### config.mk
export PLATFORM = sky130hd
export DESIGN_NAME = riscv_exu_bru
export DESIGN_NICKNAME = d
export VERILOG_FILES = /design/src/rtl/riscv_exu_bru.sv
export SDC_FILE = /design/constraint.sdc
export NUM_CORES = 1
export LEC_CHECK = 0
export BUFFER_PORTS_ARGS = -buffer_cell sky130_fd_sc_hd__buf_2
export CORE_ASPECT_RATIO = 0.9
export CORE_MARGIN = 4
export CORE_UTILIZATION = 50
export DETAILED_ROUTE_END_ITERATION = 10
export GPL_TIMING_DRIVEN = 1
export PLACE_DENSITY = 0.71
export SYNTH_ARGS = -nofsm -noshare
export SYNTH_HDL_FRONTEND = slang
export SYNTH_SLANG_ARGS = --single-unit
### constraint.sdc
create_clock -name clock -period 18 [get_ports clock]
set_input_delay 3.6 -clock clock [delete_from_list [all_inputs] [get_ports clock]]
set_output_delay 3.6 -clock clock [all_outputs]
set_load 0.005 [all_outputs]
### src/rtl/riscv_exu_bru.sv
// Branch/jump resolution unit: resolve register, single-cycle redirect, result FIFO.
// Optional macro RISCV_BRU_MISALIGN_EN: misaligned taken targets retire as exceptions.
module riscv_exu_bru #(
  parameter int XLEN  = 32,
  parameter int SEQ_W = 64,
  parameter int DEPTH = 4
) (
  input  logic             clock,
  input  logic             reset,
  input  logic             in_vld,
  output logic             in_rdy,
  input  logic [7:0]       in_op,
  input  logic [XLEN-1:0]  in_addr,
  input  logic [XLEN-1:0]  in_addr_next,
  input  logic [XLEN-1:0]  in_immed,
  input  logic [4:0]       in_rd,
  input  logic [SEQ_W-1:0] in_seq,
  input  logic [XLEN-1:0]  rs1_data,
  input  logic [XLEN-1:0]  rs2_data,
  output logic             flush,
  output logic [XLEN-1:0]  flush_addr,
  output logic [SEQ_W-1:0] flush_seq,
  output logic             out_vld,
  input  logic             out_rdy,
  output logic             out_wen,
  output logic [4:0]       out_rd,
  output logic [XLEN-1:0]  out_wdata,
  output logic [SEQ_W-1:0] out_seq,
  output logic [XLEN-1:0]  out_pc_wdata,
  output logic             out_exc
);
  localparam int AW = $clog2(DEPTH);
  localparam int CW = AW + 1;

  typedef struct packed {
    logic             exc;
    logic             wen;
    logic [4:0]       rd;
    logic [XLEN-1:0]  wdata;
    logic [SEQ_W-1:0] seq;
    logic [XLEN-1:0]  pc;
  } ent_t;

  logic             s1_vld_q, s1_vld_d;
  logic [7:0]       s1_op_q, s1_op_d;
  logic [XLEN-1:0]  s1_addr_q, s1_addr_d, s1_next_q, s1_next_d, s1_imm_q, s1_imm_d;
  logic [XLEN-1:0]  s1_rs1_q, s1_rs1_d, s1_rs2_q, s1_rs2_d;
  logic [4:0]       s1_rd_q, s1_rd_d;
  logic [SEQ_W-1:0] s1_seq_q, s1_seq_d;

  ent_t             mem_q [DEPTH];
  logic [AW-1:0]    wr_ptr_q, wr_ptr_d, rd_ptr_q, rd_ptr_d;
  logic [CW-1:0]    cnt_q, cnt_d;

  logic             legal, eq, lt, ltu, taken, is_jump, exc, mispred, accept, push, pop;
  logic [XLEN-1:0]  link, jalr_sum, tgt, npc;
  logic [CW-1:0]    occ;
  ent_t             ent, head;

  // Stage-1 resolve, purely combinational off the captured operands
  always_comb begin
    legal    = (s1_op_q != 8'd0) && ((s1_op_q & (s1_op_q - 8'd1)) == 8'd0);
    eq       = (s1_rs1_q == s1_rs2_q);
    lt       = ($signed(s1_rs1_q) < $signed(s1_rs2_q));
    ltu      = (s1_rs1_q < s1_rs2_q);
    taken    = legal && ((s1_op_q[0] && eq)  || (s1_op_q[1] && !eq) ||
                         (s1_op_q[2] && lt)  || (s1_op_q[3] && !lt) ||
                         (s1_op_q[4] && ltu) || (s1_op_q[5] && !ltu) ||
                         s1_op_q[6] || s1_op_q[7]);
    is_jump  = legal && (s1_op_q[6] || s1_op_q[7]);
    link     = s1_addr_q + XLEN'(4);
    jalr_sum = s1_rs1_q + s1_imm_q;
    tgt      = s1_op_q[7] ? {jalr_sum[XLEN-1:1], 1'b0} : (s1_addr_q + s1_imm_q);
    npc      = taken ? tgt : link;
`ifdef RISCV_BRU_MISALIGN_EN
    exc      = taken && (tgt[1:0] != 2'b00);
`else
    exc      = 1'b0;
`endif
    mispred  = legal && !exc && (npc != s1_next_q);

    ent       = '0;
    ent.exc   = exc;
    ent.wen   = is_jump && (s1_rd_q != 5'd0) && !exc;
    ent.rd    = s1_rd_q;
    ent.wdata = is_jump ? link : '0;
    ent.seq   = s1_seq_q;
    ent.pc    = npc;
  end

  // Credit check counts the stage-1 op as already occupying a FIFO slot
  always_comb begin
    occ        = cnt_q + CW'(s1_vld_q);
    flush      = !reset && s1_vld_q && mispred;
    flush_addr = flush ? npc : '0;
    flush_seq  = flush ? (s1_seq_q + SEQ_W'(1)) : '0;
    in_rdy     = !reset && !flush && (occ < CW'(DEPTH));
    accept     = in_vld && in_rdy;
    out_vld    = !reset && (cnt_q != '0);
    pop        = out_vld && out_rdy;
    push       = s1_vld_q && !reset;
    head       = mem_q[rd_ptr_q];

    out_wen      = out_vld ? head.wen   : 1'b0;
    out_rd       = out_vld ? head.rd    : 5'd0;
    out_wdata    = out_vld ? head.wdata : '0;
    out_seq      = out_vld ? head.seq   : '0;
    out_pc_wdata = out_vld ? head.pc    : '0;
    out_exc      = out_vld ? head.exc   : 1'b0;
  end

  always_comb begin
    s1_vld_d  = accept;
    s1_op_d   = s1_op_q;
    s1_addr_d = s1_addr_q;
    s1_next_d = s1_next_q;
    s1_imm_d  = s1_imm_q;
    s1_rs1_d  = s1_rs1_q;
    s1_rs2_d  = s1_rs2_q;
    s1_rd_d   = s1_rd_q;
    s1_seq_d  = s1_seq_q;
    if (accept) begin
      s1_op_d   = in_op;
      s1_addr_d = in_addr;
      s1_next_d = in_addr_next;
      s1_imm_d  = in_immed;
      s1_rs1_d  = rs1_data;
      s1_rs2_d  = rs2_data;
      s1_rd_d   = in_rd;
      s1_seq_d  = in_seq;
    end
    wr_ptr_d = wr_ptr_q + AW'(push);
    rd_ptr_d = rd_ptr_q + AW'(pop);
    cnt_d    = cnt_q + CW'(push) - CW'(pop);
    if (reset) begin
      s1_vld_d = 1'b0;
      s1_op_d  = '0;
      wr_ptr_d = '0;
      rd_ptr_d = '0;
      cnt_d    = '0;
    end
  end

  always_ff @(posedge clock) begin
    s1_vld_q  <= s1_vld_d;
    s1_op_q   <= s1_op_d;
    s1_addr_q <= s1_addr_d;
    s1_next_q <= s1_next_d;
    s1_imm_q  <= s1_imm_d;
    s1_rs1_q  <= s1_rs1_d;
    s1_rs2_q  <= s1_rs2_d;
    s1_rd_q   <= s1_rd_d;
    s1_seq_q  <= s1_seq_d;
    wr_ptr_q  <= wr_ptr_d;
    rd_ptr_q  <= rd_ptr_d;
    cnt_q     <= cnt_d;
    if (push) mem_q[wr_ptr_q] <= ent;
  end

endmodule

# Word-level counts from Yosys, hierarchy flattened
# Memory sizes are Yosys's and may differ from the RTL's. A register that Yosys moved wholly into a read port is not among the register bits.
# Index checks and enable logic that the tools add are counted.
totals:
  register_bits: 245
  mem_bits_rw: 536
  input_bits: 241
  output_inout_bits: 234
  elab_cells: 78
  memories: 1
memory_table:
  columns: ["memory", "words", "word_bits", "read_ports", "rd_clocked_by_memory_dff", "wr", "line", "text"]
  rows:
  - ["mem_q", 4, 134, 1, 1, 1, "51", "ent_t mem_q [DEPTH];"]
classes:
  n_addsub: 10
  n_lt_le_gt_ge: 3
  eq_ne: 2
  n_mux: 14
  bitwise: 1
  n_reduce_logical: 35
ops:
  columns: ["cell", "count"]
  rows:
  - ["two-way mux 32 bit", 6]
  - ["two-way mux 64 bit", 2]
  - ["adder 32 bit", 2]
  - ["adder 64 x 1 -> 64 bit, second input constant", 1]
  - ["less-than comparator 32 bit", 2]
  - ["adder 32 x 3 -> 32 bit, second input constant", 1]
  - ["equality test 32 bit", 1]
  - ["!= test 32 bit", 1]
  - ["logical AND 1 bit", 18]
  - ["bitwise AND 8 bit", 1]
  - ["logical NOT 8 bit", 1]
  - ["logical OR 1 bit", 8]
  - ["nonzero test 8 bit", 1]
  - ["subtractor 8 x 1 -> 8 bit, second input constant", 1]
  - ["adder 3 x 1 -> 3 bit", 2]
  - ["logical NOT 1 bit", 5]
  - ["two-way mux 5 bit", 1]
  - ["nonzero test 5 bit", 1]
  - ["adder 2 x 1 -> 2 bit", 2]
  - ["two-way mux 1 bit", 4]
  - ["less-than comparator 3 bit, second input constant", 1]
  - ["nonzero test 3 bit", 1]
  - ["subtractor 3 x 1 -> 3 bit", 1]
  - ["two-way mux 2 bit", 1]

# Longest topological paths before layout
# Gate-level depths: netlist of run 1.
logic_depth:
  word_depth: 19
  depth_mapped: 19
  depth_no_buf: 16

# Worst setup path before layout of run 1
# No wires, ideal clock.
synth_timing:
  path_kind: "input-to-reg"
  start: "input port reset"
  end: "memory mem_q[1][0] in the netlist's numbering, enable pin"
  setup_ps: 819
  arrival_ps: 13716
  t_required_ps: 17181
  setup_slack_ps: 3465
  cell_stages: 3
  n_path_buf: 1
  cell_sequence: "clkbuf_1 > nand2b_1 > nor3b_1"
synth_via:
  elab_chain_cells: 4
synth_rtl:
  columns: ["element", "line", "text"]
  rows:
  - ["start: declaration", "9", "input logic reset,"]
  - ["logical NOT 1 bit", "101", "push = s1_vld_q && !reset;"]
  - ["logical AND 1 bit", "101", null]
  - ["two-way mux 1 bit", "157", "if (push) mem_q[wr_ptr_q] <= ent;"]
  - ["two-way mux 1 bit (not written as such)", "157", null]
  - ["end: declaration", "51", null]
# No other way between the ends.

==> results of run 1 <==
layout by cell type (no fill, tap or decap), drive strengths merged, types with 5 or more instances in the layout:
cell	n
edfxtp	765
buf	493
nor2	196
and2	151
mux4	134
nand2	107
ha	99
clkbuf	94
a21oi	90
xnor2	85
xor2	83
inv	70
o21ai	61
and3	52
nand3	48
nand4	44
mux2i	38
clkinv	35
a21o	29
nand2b	27
nor3	27
o211ai	17
a211oi	17
dfxtp	16
nor2b	15
a31oi	10
and4	10
nor4	9
or2	8
o31ai	7
a221oi	7
a211o	7
o21a	7
o21bai	7
bufinv	6
or3	5
o2111ai	5
o211a	5
power by group:
| group | leakage, nW | total, W | switching, W | internal [W] |
|---|---|---|---|---|
| sequential | 7.13 | 0.00223 | 0.0000847 | 0.00215 |
| clock | 1.22 | 0.00160 | 0.000695 | 0.000905 |
| combinational | 7.06 | 0.000984 | 0.000593 | 0.000391 |
through the flow:
| stage | utilization | cell area [sq um] |
|---|---|---|
| 2_1_floorplan | - | 35900 |
| 3_3_place_gp | 0.557 | 39300 |
| 3_5_place_dp | 0.557 | 39300 |
| 4_1_cts | 0.593 | 41800 |
| 5_1_grt | 0.593 | 41800 |
| 6_report | 0.593 | 41800 |
kinds of logic after synthesis:
kind of cell,synth area share
XOR/XNOR,0.0410
buffers and inverters,0.0179
flip-flops,0.649
AND/OR/NAND/NOR,0.104
other,0.000104
AO/OA/AOI/OAI,0.0571
multiplexers,0.0949
adder cells (fa/ha/maj),0.0364
worst paths after layout:
path | start | to | slack [ps] | cells past startpoint
setup / recovery | s1_rs1_q[31]$_DFFE_PP_ | flush_addr[1] | 7100 | 17
hold / removal | s1_rd_q[0]$_DFFE_PP_ | mem_q[1][128]$_DFFE_PP_ | 540 | 0
hold reg to reg | s1_rd_q[0]$_DFFE_PP_ | mem_q[1][128]$_DFFE_PP_ | 540 | 0
setup reg to reg | s1_rs1_q[31]$_DFFE_PP_ | s1_seq_q[53]$_DFFE_PP_ | 9400 | 17
cell type report:
class,count,area (sq um),area share
flip-flops and latches,781,23300,0.557
multi-input cells,1470,12000,0.287
repair buffers,493,2540,0.0608
clock buffers,94,2030,0.0486
well taps,940,1180,0.0281
clock inverters,49,510,0.0122
inverters,66,248,0.00592
diodes,2,5.00,0.000120
flip-flops by register name (all words and copies together), names as in the netlist:
| name | flops |
|---|---|
| s1_vld_q | 1 |
| rd_ptr_q | 2 |
| s1_rd_q | 5 |
| s1_addr_q | 32 |
| cnt_q | 3 |
| wr_ptr_q | 2 |
| s1_op_q | 8 |
| mem_q | 536 |
| s1_rs1_q | 32 |
| s1_seq_q | 64 |
| s1_rs2_q | 32 |
| s1_next_q | 32 |
| s1_imm_q | 32 |
metal layers:
layer  vias up  track usage  routed length [um]
li1      10200            -                   -
met1     11400        0.333               39000
met2       988        0.398               45700
met3       170       0.0505                7550
met4         2       0.0768                3120
met5         -            0                  13
==> results.sh, run 1 <==
export IMPL_fin_nets=3234
export IMPL_worst_path_max_fanout=72
export IMPL_power_w=0.00482
export IMPL_synth_top_area_share=0.640
export IMPL_tns_ps=0
export IMPL_syn_avg_cell_area_sq_um=14.9
export IMPL_wirelength_um=95400
export IMPL_synth_commonest_cells="edfxtp_1 (765), nor2_1 (196), and2_1 (149)"
export IMPL_cts_tree="yes"
export IMPL_worst_setup_path_start_kind="register"
export IMPL_gp_congestion=0.913
export IMPL_finalHoldViolations=0
export IMPL_via_per_inst=5.84
export IMPL_fmax_mhz=91.8
export IMPL_ant_nets=0
export IMPL_yosys_warnings=0
export IMPL_min_period_ps=10900
export IMPL_whs_ps=537
export IMPL_p_leak_nw=15.4
export IMPL_cp_cell_sequence="ha_1 > nand4_2 > nor4_2 > nand2_1 > a2111o_1 > nor4_4 > nor2_1 > o21ai_4 > mux2i_1 > xor2_1 > or4b_1 > nor3_1 > nand4_1 > buf_4 > nand2_4 > a21oi_1 > buf_2"
export IMPL_synth_most_common_cell="edfxtp_1"
export IMPL_placedCellCount=3750
export IMPL_fin_skew_ps=30.6
export IMPL_crit_family="simple AND/OR/NAND/NOR gates"
export IMPL_synth_cells=2413
export IMPL_cts_sinks=781
export IMPL_rsz0062_at_grt="false"
export IMPL_drt_iter0_markers=2078
export IMPL_start_util=0.509
export IMPL_arrival_ps=7300
export IMPL_core_area_sq_um=70600
export IMPL_max_cap_viol_count=0
export IMPL_antenna_found_initial=4
export IMPL_nFillCells=5480
export IMPL_grt_overflow_total=0
export IMPL_grt_usage=0.244
export IMPL_cp_slowest_stage_delay_ps=780
export IMPL_synth_edf_count=765
export IMPL_dp_hpwl_um=67200
export IMPL_layout_setup_ws_ps=7100
export IMPL_drive_gt1_frac=0.259
export IMPL_chipHeight_um=262
export IMPL_io_buffer_count=473
export IMPL_powerDensity_nw_per_um2=115
export IMPL_required_ps=14400
export IMPL_synth_top_cell_by_area="edfxtp_1"
export IMPL_synth_seq_area_share=0.649
export IMPL_grt_first_pass_wirelength_um=141000
export IMPL_insertion_delay_ps=640
export IMPL_grt_max_degree=176
export IMPL_hold_buffers=0
export IMPL_slowest_stage="o21ai_4"
export IMPL_synth_flop_cell="edfxtp_1"
export IMPL_path_buf_inv=2
export IMPL_setup_violations=0
export IMPL_ys_ff_latch=781
export IMPL_outcome="completed"
export IMPL_ios=475
export IMPL_fp_dieW_um=291
export IMPL_cp_end_kind="primary output"
export IMPL_period_share=0.605
export IMPL_dr_total_vias=22800
export IMPL_synth_cell_types=83
export IMPL_clock_tree_root_cell="clkbuf_16"
export IMPL_slew_headroom=0.210
export IMPL_dr_pass1_iters=5
export IMPL_htree_levels=3
export IMPL_worst_pin_slew_ps=1180
export IMPL_post_synth_main_area_contributors="edfxtp_1 (64%), mux4_2 (8.4%), ha_1 (3.4%), and2_1 (2.6%), xnor2_1 (2.1%)"
export IMPL_syn_nets=2756
export IMPL_num_rows=92
export IMPL_path_class="reg -> out"
export IMPL_post_cts_resized=0
export IMPL_hp_class="reg -> reg"
export IMPL_instances_no_fill=3895
export IMPL_synth_area_sq_um=35900
export IMPL_dieArea_sq_um=76200
export IMPL_grt_pass1_vias=22700
export IMPL_cts_inserted_buffers=79
export IMPL_clockBufferDepth=3
export IMPL_ir_drop_mv=0.0827
export IMPL_drv_slew=0
export IMPL_path_clk_slew_ps=60
export IMPL_wl_per_cell_um=24.5
export IMPL_cts_setup_buffers=0
export IMPL_drc=0
export IMPL_preCtsSetupSlack_ps=7720
export IMPL_syn_to_final_growth_pct=16.5
export IMPL_async_flop_share=0
Power figures use the tool's default switching activity.
==> run 2, diff against run 1 <==
Settings changed: PLACE_DENSITY 0.71 to 0.73.
Clock period 18 ns to 8.9 ns, I/O delays scaled along.
==> run 2 against run 1 <==
Net effect: die area stayed put; combinational power increased by 110%; critical endpoint is now flush_seq[15]; clock skew is 12 ps lower; final cell count is 0.31% higher.
==> results.sh, run 2 (same netlist as run 1, synthesis figures left out) <==
export IMPL_outcome="completed"
export IMPL_fmax_mhz=116
export IMPL_worst_path_max_fanout=52
export IMPL_dr_pass1_iters=5
export IMPL_period_share=0.969
export IMPL_hp_class="reg -> reg"
export IMPL_dr_total_vias=22900
export IMPL_cts_tree="yes"
export IMPL_io_buffer_count=473
export IMPL_via_per_inst=5.85
export IMPL_finalHoldViolations=0
export IMPL_powerDensity_nw_per_um2=235
export IMPL_num_rows=92
export IMPL_p_leak_nw=15.5
export IMPL_max_cap_viol_count=0
export IMPL_nFillCells=5321
export IMPL_required_ps=7120
export IMPL_slowest_stage="or4_1"
export IMPL_slew_headroom=0.165
export IMPL_cts_inserted_buffers=79
export IMPL_placedCellCount=3758
export IMPL_crit_family="simple AND/OR/NAND/NOR gates"
export IMPL_fin_nets=3243
export IMPL_chipHeight_um=262
export IMPL_worst_setup_path_start_kind="register"
export IMPL_worst_pin_slew_ps=1240
export IMPL_antenna_found_initial=8
export IMPL_cp_slowest_stage_delay_ps=630
export IMPL_setup_violations=0
export IMPL_drive_gt1_frac=0.266
export IMPL_path_clk_slew_ps=60
export IMPL_htree_levels=3
export IMPL_grt_overflow_total=0
export IMPL_arrival_ps=6840
export IMPL_fp_dieW_um=291
export IMPL_largestRegisters="mem_q (536), s1_seq_q (64)"
export IMPL_grt_max_degree=101
export IMPL_path_common_cell="nand4_1"
export IMPL_layout_cells_most_common_list="edfxtp_1 (765), buf_2 (473), nor2_1 (193)"
export IMPL_top_register="mem_q"
export IMPL_cp_cell_sequence="ha_1 > nand4_2 > or4_1 > o311a_1 > a22o_1 > and2_1 > a21oi_4 > buf_4 > mux2i_2 > xnor2_1 > nand4_1 > nor3_1 > nand4_1 > nand2_4 > buf_12 > nor2_1 > buf_2"
export IMPL_cp_end_kind="primary output"
export IMPL_instances_no_fill=3907
export IMPL_path_buf_inv=3
export IMPL_dp_hpwl_um=68300
export IMPL_drc=0
export IMPL_path_class="reg -> out"
export IMPL_drt_iter0_markers=2209
export IMPL_insertion_delay_ps=630
export IMPL_whs_ps=529
export IMPL_clock_tree_root_cell="clkbuf_16"
export IMPL_min_period_ps=8620
export IMPL_rsz0062_at_grt="false"
export IMPL_grt_first_pass_wirelength_um=142000
export IMPL_tns_ps=0
export IMPL_ios=475
export IMPL_largest_register_ffs=536
export IMPL_dieArea_sq_um=76200
export IMPL_place_area_sq_um=39400
export IMPL_start_util=0.509
export IMPL_grt_usage=0.245
export IMPL_core_area_sq_um=70600
export IMPL_final_area_sq_um=42000
export IMPL_drv_slew=0
export IMPL_ant_nets=0
export IMPL_syn_to_final_growth_pct=17.0
export IMPL_gp_congestion=0.932
export IMPL_cts_sinks=781
export IMPL_wirelength_um=96500
export IMPL_clockBufferDepth=3
export IMPL_grt_pass1_vias=23000
export IMPL_mostFrequentLayoutCell="edfxtp_1"
export IMPL_wl_per_cell_um=24.7
export IMPL_fin_skew_ps=18.5
export IMPL_ir_drop_mv=0.177
run 2: cell types whose count changed in the layout (fill, tap and decap cells not counted), moves of 2 or more:
cell | before | now
buf_12 | 2 | 5
buf_4 | 18 | 23
clkbuf_16 | 79 | 81
clkbuf_8 | 0 | 3
clkinv_1 | 18 | 11
clkinv_2 | 9 | 13
clkinv_4 | 4 | 1
clkinvlp_4 | 4 | 8
diode_2 | 2 | 5
mux2i_1 | 38 | 34
mux2i_4 | 0 | 3
run 2: area by class of cell:
type,instances,area (sq um),share of cell area
repair buffers,501,2640,0.0628
clock buffers,98,2120,0.0505
inverters,66,248,0.00589
diodes,5,12.5,0.000298
clock inverters,45,443,0.0105
flip-flops and latches,781,23300,0.554
well taps,940,1180,0.0280
multi-input cells,1471,12100,0.288
run 2: path summary, 6_finish.rpt:
check | start | to | slack [ps] | cells past startpoint
worst min register to register | s1_rd_q[2]$_DFFE_PP_ | mem_q[0][130]$_DFFE_PP_ | 530 | 0
worst max-delay path | s1_rs1_q[31]$_DFFE_PP_ | flush_seq[15] | 280 | 17
worst max register to register | s1_rs1_q[31]$_DFFE_PP_ | s1_rs2_q[7]$_DFFE_PP_ | 1520 | 16
worst min-delay path | s1_rd_q[2]$_DFFE_PP_ | mem_q[0][130]$_DFFE_PP_ | 530 | 0
run 2: repair_timing:
| item | 4_1_cts | 5_1_grt |
|---|---|---|
| resized for setup | 5 | 4 |
| hold buffers | 0 | 0 |
| pin swaps | 0 | 1 |
| setup buffers | 0 | 0 |
| endpoints found under the hold margin | 0 | 0 |
| endpoints found under the setup margin | 83 | 83 |
| gates cloned | 0 | 1 |
run 2: where the power goes:
group | internal, W | switching [W] | total [W]
Combinational | 0.000816 | 0.00127 | 0.00208
Sequential | 0.00434 | 0.000176 | 0.00452
Clock | 0.00186 | 0.00141 | 0.00327
run 2: through the flow:
stage,total power [W],util,setup slack [ps]
finish,0.00987,0.596,276
global route,0.0103,0.596,7.39
CTS,0.00991,0.595,26.5
detailed placement,0.00665,0.558,452
global placement,0.00660,0.558,571
floorplan,0.00581,-,385
run 2: layer usage:
metal	part of all wire	track usage	vias to the layer above
met3	0.081	0.0497	152
met5	0.00013	0	-
met1	0.41	0.336	11400
met4	0.026	0.0655	2
li1	-	-	10300
met2	0.48	0.406	1048
